==> src/rtl/splitting_4kb_ctrl.sv <==
// AXI address-channel sequencer: splits any burst that crosses a 4KB page into two legal
// sub-bursts and records, per accepted request, whether it was split.
module splitting_4kb_ctrl #(
    parameter int ADDR_WIDTH = 32,
    parameter int ID_WIDTH   = 4,
    parameter int LEN_WIDTH  = 8,
    parameter int SIZE_WIDTH = 3,
    parameter int INFO_DEPTH = 4
) (
    input  logic                  ACLK_i,
    input  logic                  ARESET_i,
    input  logic [ID_WIDTH-1:0]   AxID_i,
    input  logic [ADDR_WIDTH-1:0] AxADDR_i,
    input  logic [LEN_WIDTH-1:0]  AxLEN_i,
    input  logic [SIZE_WIDTH-1:0] AxSIZE_i,
    input  logic                  AxVALID_i,
    output logic                  AxREADY_o,
    output logic [ID_WIDTH-1:0]   AxID_o,
    output logic [ADDR_WIDTH-1:0] AxADDR_o,
    output logic [LEN_WIDTH-1:0]  AxLEN_o,
    output logic [SIZE_WIDTH-1:0] AxSIZE_o,
    output logic                  AxVALID_o,
    input  logic                  AxREADY_i,
    output logic [ID_WIDTH-1:0]   info_id_o,
    output logic                  info_split_o,
    output logic                  info_valid_o,
    input  logic                  info_ready_i
);

    localparam int PTR_W   = $clog2(INFO_DEPTH);
    localparam int CNT_W   = PTR_W + 1;
    localparam int BYTES_W = (LEN_WIDTH + (1 << SIZE_WIDTH) > 13) ? LEN_WIDTH + (1 << SIZE_WIDTH) : 13;

    typedef enum logic [1:0] {IDLE, SEND_1, SEND_2} state_t;

    state_t state, next_state;

    logic [ID_WIDTH-1:0]   id_q;
    logic [ADDR_WIDTH-1:0] addr_q;
    logic [LEN_WIDTH-1:0]  len_q;
    logic [SIZE_WIDTH-1:0] size_q;
    logic                  cross_q;

    logic [ID_WIDTH-1:0] fifo_id    [INFO_DEPTH];
    logic                fifo_split [INFO_DEPTH];
    logic [PTR_W-1:0]    wr_ptr, rd_ptr;
    logic [CNT_W-1:0]    count;
    logic                fifo_full;
    logic                push, pop;
    logic                accept;

    logic [12:0] end_in, end_q;
    logic        cross_in;
    logic [12:0] first_beats, second_beats;
    logic [LEN_WIDTH-1:0]  first_len, second_len;
    logic [ADDR_WIDTH-1:0] second_addr;

    // Offset of the first byte past the burst, relative to the 4KB page of its start.
    function automatic logic [12:0] end_offset(input logic [11:0] a12,
                                               input logic [LEN_WIDTH-1:0] l,
                                               input logic [SIZE_WIDTH-1:0] s);
        logic [BYTES_W-1:0] bytes;
        bytes = (BYTES_W'(l) + BYTES_W'(1)) << s;
        return 13'(BYTES_W'(a12) + bytes);
    endfunction

    assign end_in   = end_offset(AxADDR_i[11:0], AxLEN_i, AxSIZE_i);
    assign cross_in = end_in[12] & (end_in[11:0] != 12'h000);
    assign end_q    = end_offset(addr_q[11:0], len_q, size_q);

    assign first_beats  = (13'h1000 - {1'b0, addr_q[11:0]}) >> size_q;
    assign second_beats = (end_q & 13'h0FFF) >> size_q;
    assign first_len    = LEN_WIDTH'(first_beats - 13'd1);
    assign second_len   = LEN_WIDTH'(second_beats - 13'd1);
    assign second_addr  = {addr_q[ADDR_WIDTH-1:12] + (ADDR_WIDTH-12)'(1), 12'h000};

    assign fifo_full = (count == CNT_W'(INFO_DEPTH));
    assign AxREADY_o = (state == IDLE) & ~fifo_full & ~ARESET_i;
    assign accept    = AxVALID_i & AxREADY_o;
    assign push      = accept;
    assign pop       = info_valid_o & info_ready_i;

    always_ff @(posedge ACLK_i) begin
        if (ARESET_i) state <= IDLE;
        else          state <= next_state;
    end

    always_comb begin
        next_state = state;
        AxVALID_o  = 1'b0;
        AxADDR_o   = addr_q;
        AxLEN_o    = len_q;
        case (state)
            IDLE: begin
                if (accept) next_state = SEND_1;
            end
            SEND_1: begin
                AxVALID_o = 1'b1;
                if (cross_q) AxLEN_o = first_len;
                if (AxREADY_i) next_state = cross_q ? SEND_2 : IDLE;
            end
            SEND_2: begin
                AxVALID_o = 1'b1;
                AxADDR_o  = second_addr;
                AxLEN_o   = second_len;
                if (AxREADY_i) next_state = IDLE;
            end
            default: next_state = IDLE;
        endcase
    end

    assign AxID_o   = id_q;
    assign AxSIZE_o = size_q;

    always_ff @(posedge ACLK_i) begin
        if (ARESET_i) begin
            id_q    <= '0;
            addr_q  <= '0;
            len_q   <= '0;
            size_q  <= '0;
            cross_q <= 1'b0;
        end else if (accept) begin
            id_q    <= AxID_i;
            addr_q  <= AxADDR_i;
            len_q   <= AxLEN_i;
            size_q  <= AxSIZE_i;
            cross_q <= cross_in;
        end
    end

    // Split-info FIFO; pointers wrap naturally because the depth is a power of two.
    always_ff @(posedge ACLK_i) begin
        if (ARESET_i) begin
            wr_ptr <= '0;
            rd_ptr <= '0;
            count  <= '0;
            for (int i = 0; i < INFO_DEPTH; i++) begin
                fifo_id[i]    <= '0;
                fifo_split[i] <= 1'b0;
            end
        end else begin
            if (push) begin
                fifo_id[wr_ptr]    <= AxID_i;
                fifo_split[wr_ptr] <= cross_in;
                wr_ptr             <= wr_ptr + PTR_W'(1);
            end
            if (pop) rd_ptr <= rd_ptr + PTR_W'(1);
            case ({push, pop})
                2'b10:   count <= count + CNT_W'(1);
                2'b01:   count <= count - CNT_W'(1);
                default: count <= count;
            endcase
        end
    end

    assign info_valid_o = (count != '0);
    assign info_id_o    = fifo_id[rd_ptr];
    assign info_split_o = fifo_split[rd_ptr];

endmodule

==> config.mk <==
export PLATFORM = sky130hd
export DESIGN_NAME = splitting_4kb_ctrl
export DESIGN_NICKNAME = d
export VERILOG_FILES = /design/src/rtl/splitting_4kb_ctrl.sv
export SDC_FILE = /design/constraint.sdc
export NUM_CORES = 1
export LEC_CHECK = 0
export CORE_MARGIN = 2
export CORE_UTILIZATION = 59
export CTS_CLUSTER_DIAMETER = 50
export DETAILED_ROUTE_END_ITERATION = 10
export GPL_ROUTABILITY_DRIVEN = 1
export MAX_ROUTING_LAYER = met4
export PLACE_DENSITY_LB_ADDON = 0.15
export SLEW_MARGIN = 20
export SYNTH_ARGS = -nofsm -noshare
export SYNTH_HDL_FRONTEND = slang
export SYNTH_SLANG_ARGS = --single-unit
==> constraint.sdc <==
create_clock -name ACLK_i -period 16.1 [get_ports ACLK_i]
set_clock_uncertainty 0.15 [all_clocks]
set_input_delay 3.22 -clock ACLK_i [delete_from_list [all_inputs] [get_ports ACLK_i]]
set_output_delay 3.22 -clock ACLK_i [all_outputs]
set_load 0.05 [all_outputs]
# Yosys cells after proc, flatten, opt, wreduce, memory -nomap -nowiden
# Memory sizes are Yosys's and may differ from the RTL's. A register that Yosys moved wholly into a read port is not among the register bits.
# Cells that the tools add are included.
dict set report classes {
  bitwise_logic 7
  mux 25
  n_eq_ne 8
  n_addsub 12
  div_mod_pow 0
  order_cmp 0
  n_reduce_logical 8
  mul 0
  n_shift 4
}
# cell count
set op_table {}
lappend op_table {{$mux 32} 1}
lappend op_table {{$add 20x1->20 const B} 1}
lappend op_table {{$mux 2} 10}
lappend op_table {{$add 8x1->9 const B} 2}
lappend op_table {{$pmux 8 s2} 1}
lappend op_table {{$sub 8x1->8 const B} 2}
lappend op_table {{$add 12x13->13} 1}
lappend op_table {{$shl 9x3->13} 1}
lappend op_table {{$shr 13x3->8} 1}
lappend op_table {{$sub 13x12->13 const A} 1}
lappend op_table {{$add 12x12->12} 1}
lappend op_table {{$reduce_bool 12->1} 1}
lappend op_table {{$shl 9x3->12} 1}
lappend op_table {{$shr 12x3->8} 1}
lappend op_table {{$mux 1} 9}
lappend op_table {{$mux 8} 1}
lappend op_table {{$ne 2x2->1 const B} 3}
lappend op_table {{$pmux 2 s3} 1}
lappend op_table {{$pmux 3 s2} 1}
lappend op_table {{$and 1x1->1} 5}
lappend op_table {{$add 2x1->2 const B} 2}
lappend op_table {{$eq 2x1->1 const B} 2}
lappend op_table {{$eq 2x2->1 const B} 2}
lappend op_table {{$mux 4} 1}
lappend op_table {{other kinds (11)} 12}
dict set report totals {
  latch_bits 0
  n_memories 2
  ramBits 20
  register_bits 57
  romBits 0
  input_bits 52
  output_inout_bits 55
}
# name words word_bits rd rd_ports_with_merged_regs wr line_no
set mem_list {}
lappend mem_list {fifo_id 4 4 1 1 4 44} ;# logic [ID_WIDTH-1:0] fifo_id [INFO_DEPTH];
lappend mem_list {fifo_split 4 1 1 1 4 45} ;# logic fifo_split [INFO_DEPTH];

# Logic depth before layout (Yosys ltp)
dict set report depth {
  word_depth 10
  mapped_depth 22
  depth_no_buf 20
}

# Worst setup path after synthesis
# OpenSTA, ideal clock, no wires.
dict set report synth_path {
  path_type {reg-to-output}
  start {reg size_q[0] (netlist: AxSIZE_o[0])}
  end {out AxLEN_o[6]}
  path_stages_with_launch 19
  path_slack_ps 6867
  n_path_buf 4
  arrival_ps 5863
  cell_sequence {dfxtp_1 clkbuf_1 clkbuf_1 clkbuf_1 buf_1 o21ai_0 o21ai_0 o211ai_1 mux2i_1 mux2i_1 ha_1 a211oi_1 nor2_1 a2111oi_0 a21oi_1 a311oi_1 nand3_1 o31a_1 o31ai_1}
}
dict set report synth_via {
  elab_chain_cells 5
  elab_cells_between_ends 8
}
# element line_no
set synth_rtl {}
lappend synth_rtl {{start, declared} 41} ;# logic [SIZE_WIDTH-1:0] size_q;
lappend synth_rtl {{start signal, assigned} 126} ;# size_q <= AxSIZE_i;
lappend synth_rtl {{$shl 9x3->12} 63} ;# bytes = (BYTES_W'(l) + BYTES_W'(1)) << s;
lappend synth_rtl {{$add 12x12->12} 64} ;# return 13'(BYTES_W'(a12) + bytes);
lappend synth_rtl {{$shr 12x3->8} 72} ;# assign second_beats = (end_q & 13'h0FFF) >> size_q;
lappend synth_rtl {{$sub 8x1->8} 74} ;# assign second_len = LEN_WIDTH'(second_beats - 13'd1);
lappend synth_rtl {{$pmux 8 s2 *} 93} ;# case (state)
lappend synth_rtl {{end, declared} 20} ;# output logic [LEN_WIDTH-1:0] AxLEN_o,
# Every way passes the cells marked *; elsewhere a longest branch is shown, timed or not.

# Worst setup path in the final report
dict set report layout_path {
  start {reg len_q[2]}
  end {out AxLEN_o[5]}
}
dict set report layout_via {
  elab_chain_cells 6
}
# element line_no
set layout_rtl {}
lappend layout_rtl {{start, declared} 40} ;# logic [LEN_WIDTH-1:0] len_q;
lappend layout_rtl {{start signal, assigned} 125} ;# len_q <= AxLEN_i;
lappend layout_rtl {{$add 8x1->9} 63}
lappend layout_rtl {{$shl 9x3->12} 63}
lappend layout_rtl {{$add 12x12->12} 64}
lappend layout_rtl {{$shr 12x3->8} 72}
lappend layout_rtl {{$sub 8x1->8} 74}
lappend layout_rtl {{$pmux 8 s2} 93}
# No other way between the ends.

==> load_flow_metrics.sql <==
INSERT INTO impl_metrics (metric_group, metric, value, unit) VALUES
('die', 'die_height', '116.7', 'µm'),
('layout', 'layout.filler_cells', '1076', ''),
('clocking', 'cts-resized-gates', '0', ''),
('critical_path', 'worst_path_max_delay_cell', 'clkdlybuf4s50_1', ''),
('timing', 'post-route-min-period', '9.485', 'ns'),
('hold_path', 'worst_hold_depth', '1', ''),
('timing', 'setup_repair_after_global_routing_missed_its_margin', 'no', ''),
('clocking', 'cts.path.max_buffers', '2', ''),
('critical_path', 'crit_path_start_kind', 'flip-flop', ''),
('die', 'design.portCount', '107', ''),
('timing', 'setup-violations-final', '0', ''),
('synth', 'synthesis.instances', '1000', ''),
('synth', 'post_synth_mux_area_share', '0.04789', ''),
('job', 'max_cap_violations', '0', ''),
('timing', 'period_share', '0.5891', ''),
('power_and_ir_drop', 'power.leakage', '3.525', 'nW'),
('critical_path', 'worstPathArrival', '6.11', 'ns'),
('layout', 'layout-drive-gt1-share', '0.04597', ''),
('placement', 'gpl.final_weighted_congestion', '0.9781', ''),
('critical_path', 'path_cells', 'nand3_1 > o31a_1 > o22ai_1 > nor2_1 > a211oi_1 > a21oi_1 > ha_1 > o21ai_0 > nor2_1 > a2111oi_0 > a21oi_1 > a311oi_1 > nand3_1 > or4_1 > nand3_1 > clkdlybuf4s50_1', ''),
('die', 'start_util', '0.5991', ''),
('power_and_ir_drop', 'ir_worst_vdd', '0.06867', 'mV'),
('routing', 'drt_iter0_drc', '920', ''),
('synth', 'yosys-top-cells-area', 'dfxtp_1, edfxtp_1, nand2_1', ''),
('critical_path', 'rrSetupSlack', '12.80', 'ns'),
('layout', 'area_growth_syn_to_layout', '18.42', '%'),
('routing', 'detailedRoute.firstPassIterationCount', '6', ''),
('synth', 'netlist-cell-type-count', '74', ''),
('critical_path', 'worst_path_largest_cell_delay', '0.80', 'ns'),
('clocking', 'tritoncts', 'done', ''),
('hold_path', 'min-delay-path-class', 'reg -> reg', ''),
('timing', 'hold_ws', '0.3027', 'ns'),
('critical_path', 'criticalPathCategory', 'reg -> out', ''),
('placement', 'numPlacedInstances', '1222', ''),
('synth', 'syn-mean-instance-area', '7.498', 'µm²'),
('synth', 'synth_compound_gate_area_share', '0.2411', ''),
('clocking', 'root_buffer', 'clkbuf_16', ''),
('synth', 'postSynthRegisterBits', '79', ''),
('clocking', 'post_cts_buffers', '0', ''),
('clocking', 'cts_sinks', '79', ''),
('routing', 'detail_route.drc_violations', '0', ''),
('timing', 'maxSlewHeadroom', '0.3947', ''),
('clocking', 'numCtsBuffers', '9', ''),
('clocking', 'h-tree-depth', '3', ''),
('synth', 'yosys.area_share.adder', '0.06307', ''),
('timing', 'worst-slew-pin-transition', '0.9051', 'ns'),
('timing', 'slew_violations', '0', ''),
('die', 'placement_rows', '41', ''),
('critical_path', 'critical_path_sink_type', 'primary output', ''),
('synth', 'number_of_enable_flip_flop_cells_after_synthesis', '20', ''),
('critical_path', 'r2r_end', 'count[2]$_SDFFE_PP0P_', ''),
('global_route', 'grt.overflow.total', '0', ''),
('global_route', 'vias_in_the_first_global_route', '7056', ''),
('die', 'die_width', '116.7', 'µm'),
('layout', 'finalNonFillerCells', '1238', ''),
('layout', 'utilization', '0.7094', ''),
('synth', 'synthMostInstantiatedCell', 'nand2_1', ''),
('placement', 'place.detailed.hpwl', '16340', 'µm'),
('die', 'die_area', '13630', 'µm²'),
('routing', 'final_antenna_net_count', '0', ''),
('routing', 'vias', '7826', ''),
('synth', 'synth_top_family_by_area', 'simple AND/OR/NAND/NOR gates', ''),
('die', 'core', '12520', 'µm²'),
('global_route', 'grt_max_degree', '59', ''),
('synth', 'synth-seq-area-share', '0.2376', ''),
('synth', 'ys.warnings.count', '0', ''),
('synth', 'synthFlopType', 'dfxtp_1', ''),
('routing', 'drt-vias-per-instance', '6.321', ''),
('clocking', 'worst_skew_pair.late_latency', '0.34', 'ns'),
('global_route', 'grt_antenna_before_repair', '0', ''),
('run_status', 'run_status', 'finished clean', '');
[layer usage]
layer	track usage	wire, µm
met1	0.4329	9382
met3	0.06487	1740
met2	0.5222	10370
met5	-	0
met4	0.1043	522
[logic make-up after synthesis]
logic type	count (synthesis)
compound gates	255
xor+xnor	46
fa+ha+maj	36
buf+inv	106
flops	79
mux	29
simple gates	449
[registers in the layout, summed over array words and instances (netlist names), named ones only]
name / cells
len_q: 8
state: 2
wr_ptr: 2
fifo_id: 16
count: 3
fifo_split: 4
cross_q: 1
AxID_o: 4
AxSIZE_o: 3
rd_ptr: 2
addr_q: 32
[how the worst max path moves through the flow]
stage,startpoint,endpoint,slack [ns],cells after the start
final,len_q[2]$_SDFFE_PP0P_,AxLEN_o[5],6.62,16
after global routing,len_q[2]$_SDFFE_PP0P_,AxLEN_o[5],6.13,16
after detailed placement,len_q[2]$_SDFFE_PP0P_,AxLEN_o[5],7.14,16
after CTS,len_q[2]$_SDFFE_PP0P_,AxLEN_o[5],6.76,16
after global placement,len_q[2]$_SDFFE_PP0P_,AxLEN_o[5],7.26,16
after floorplan,AxSIZE_o[0]$_SDFFE_PP0P_,AxLEN_o[6],6.87,18
[critical path, delay by kind of cell, from the launching register on]
family                   cells  cell delay [ns]
AO/OA/AOI/OAI                8             2.70
AND/OR/NAND/NOR              6             1.36
buffers and inverters        1             0.80
flip-flops                   1             0.53
adder cells (fa/ha/maj)      1             0.38
[per-stage QoR]
stage	power, mW	setup WS [ns]
6_report	1.040	6.615
5_1_grt	1.100	6.130
4_1_cts	1.029	6.762
3_5_place_dp	0.8248	7.138
3_3_place_gp	0.8218	7.257
2_1_floorplan	0.6751	6.867
[report_power, final]
part	leakage (nW)	total [mW]	switching, mW	internal, mW
Combinational	2.70	0.574	0.360	0.213
Sequential	0.694	0.265	0.0349	0.231
Clock	0.134	0.200	0.0807	0.120
[cell type report]
type                       count  area, µm²  area share
multi-input combinational    815       5311      0.5981
sequential                    79       1783      0.2008
timing repair buffer         112       1106      0.1246
clock buffer                   9      225.2     0.02536
tap                          172      215.2     0.02424
inverter                      44      165.2     0.01860
clock inverter                 7      73.82    0.008313
[layout by cell type (no fill, tap or decap), types with 9 or more instances in the layout]
cell,count
nor2b_1,16
o21a_1,9
o21ai_0,42
ha_1,33
o31ai_1,17
nand2b_1,11
xor2_1,22
nor2_1,70
edfxtp_1,20
nand3b_1,38
a211oi_1,12
nor3_1,22
nand2_1,154
o211ai_1,16
and3_1,13
nand4_1,16
or3_1,14
clkbuf_16,9
a21oi_1,42
xnor2_1,24
inv_1,40
a31oi_1,10
nor4_1,10
and2_1,19
mux2i_1,19
a21o_1,13
nand3_1,37
clkdlybuf4s50_1,106
or4_1,11
dfxtp_1,58
(Power assumes the default switching activity.)
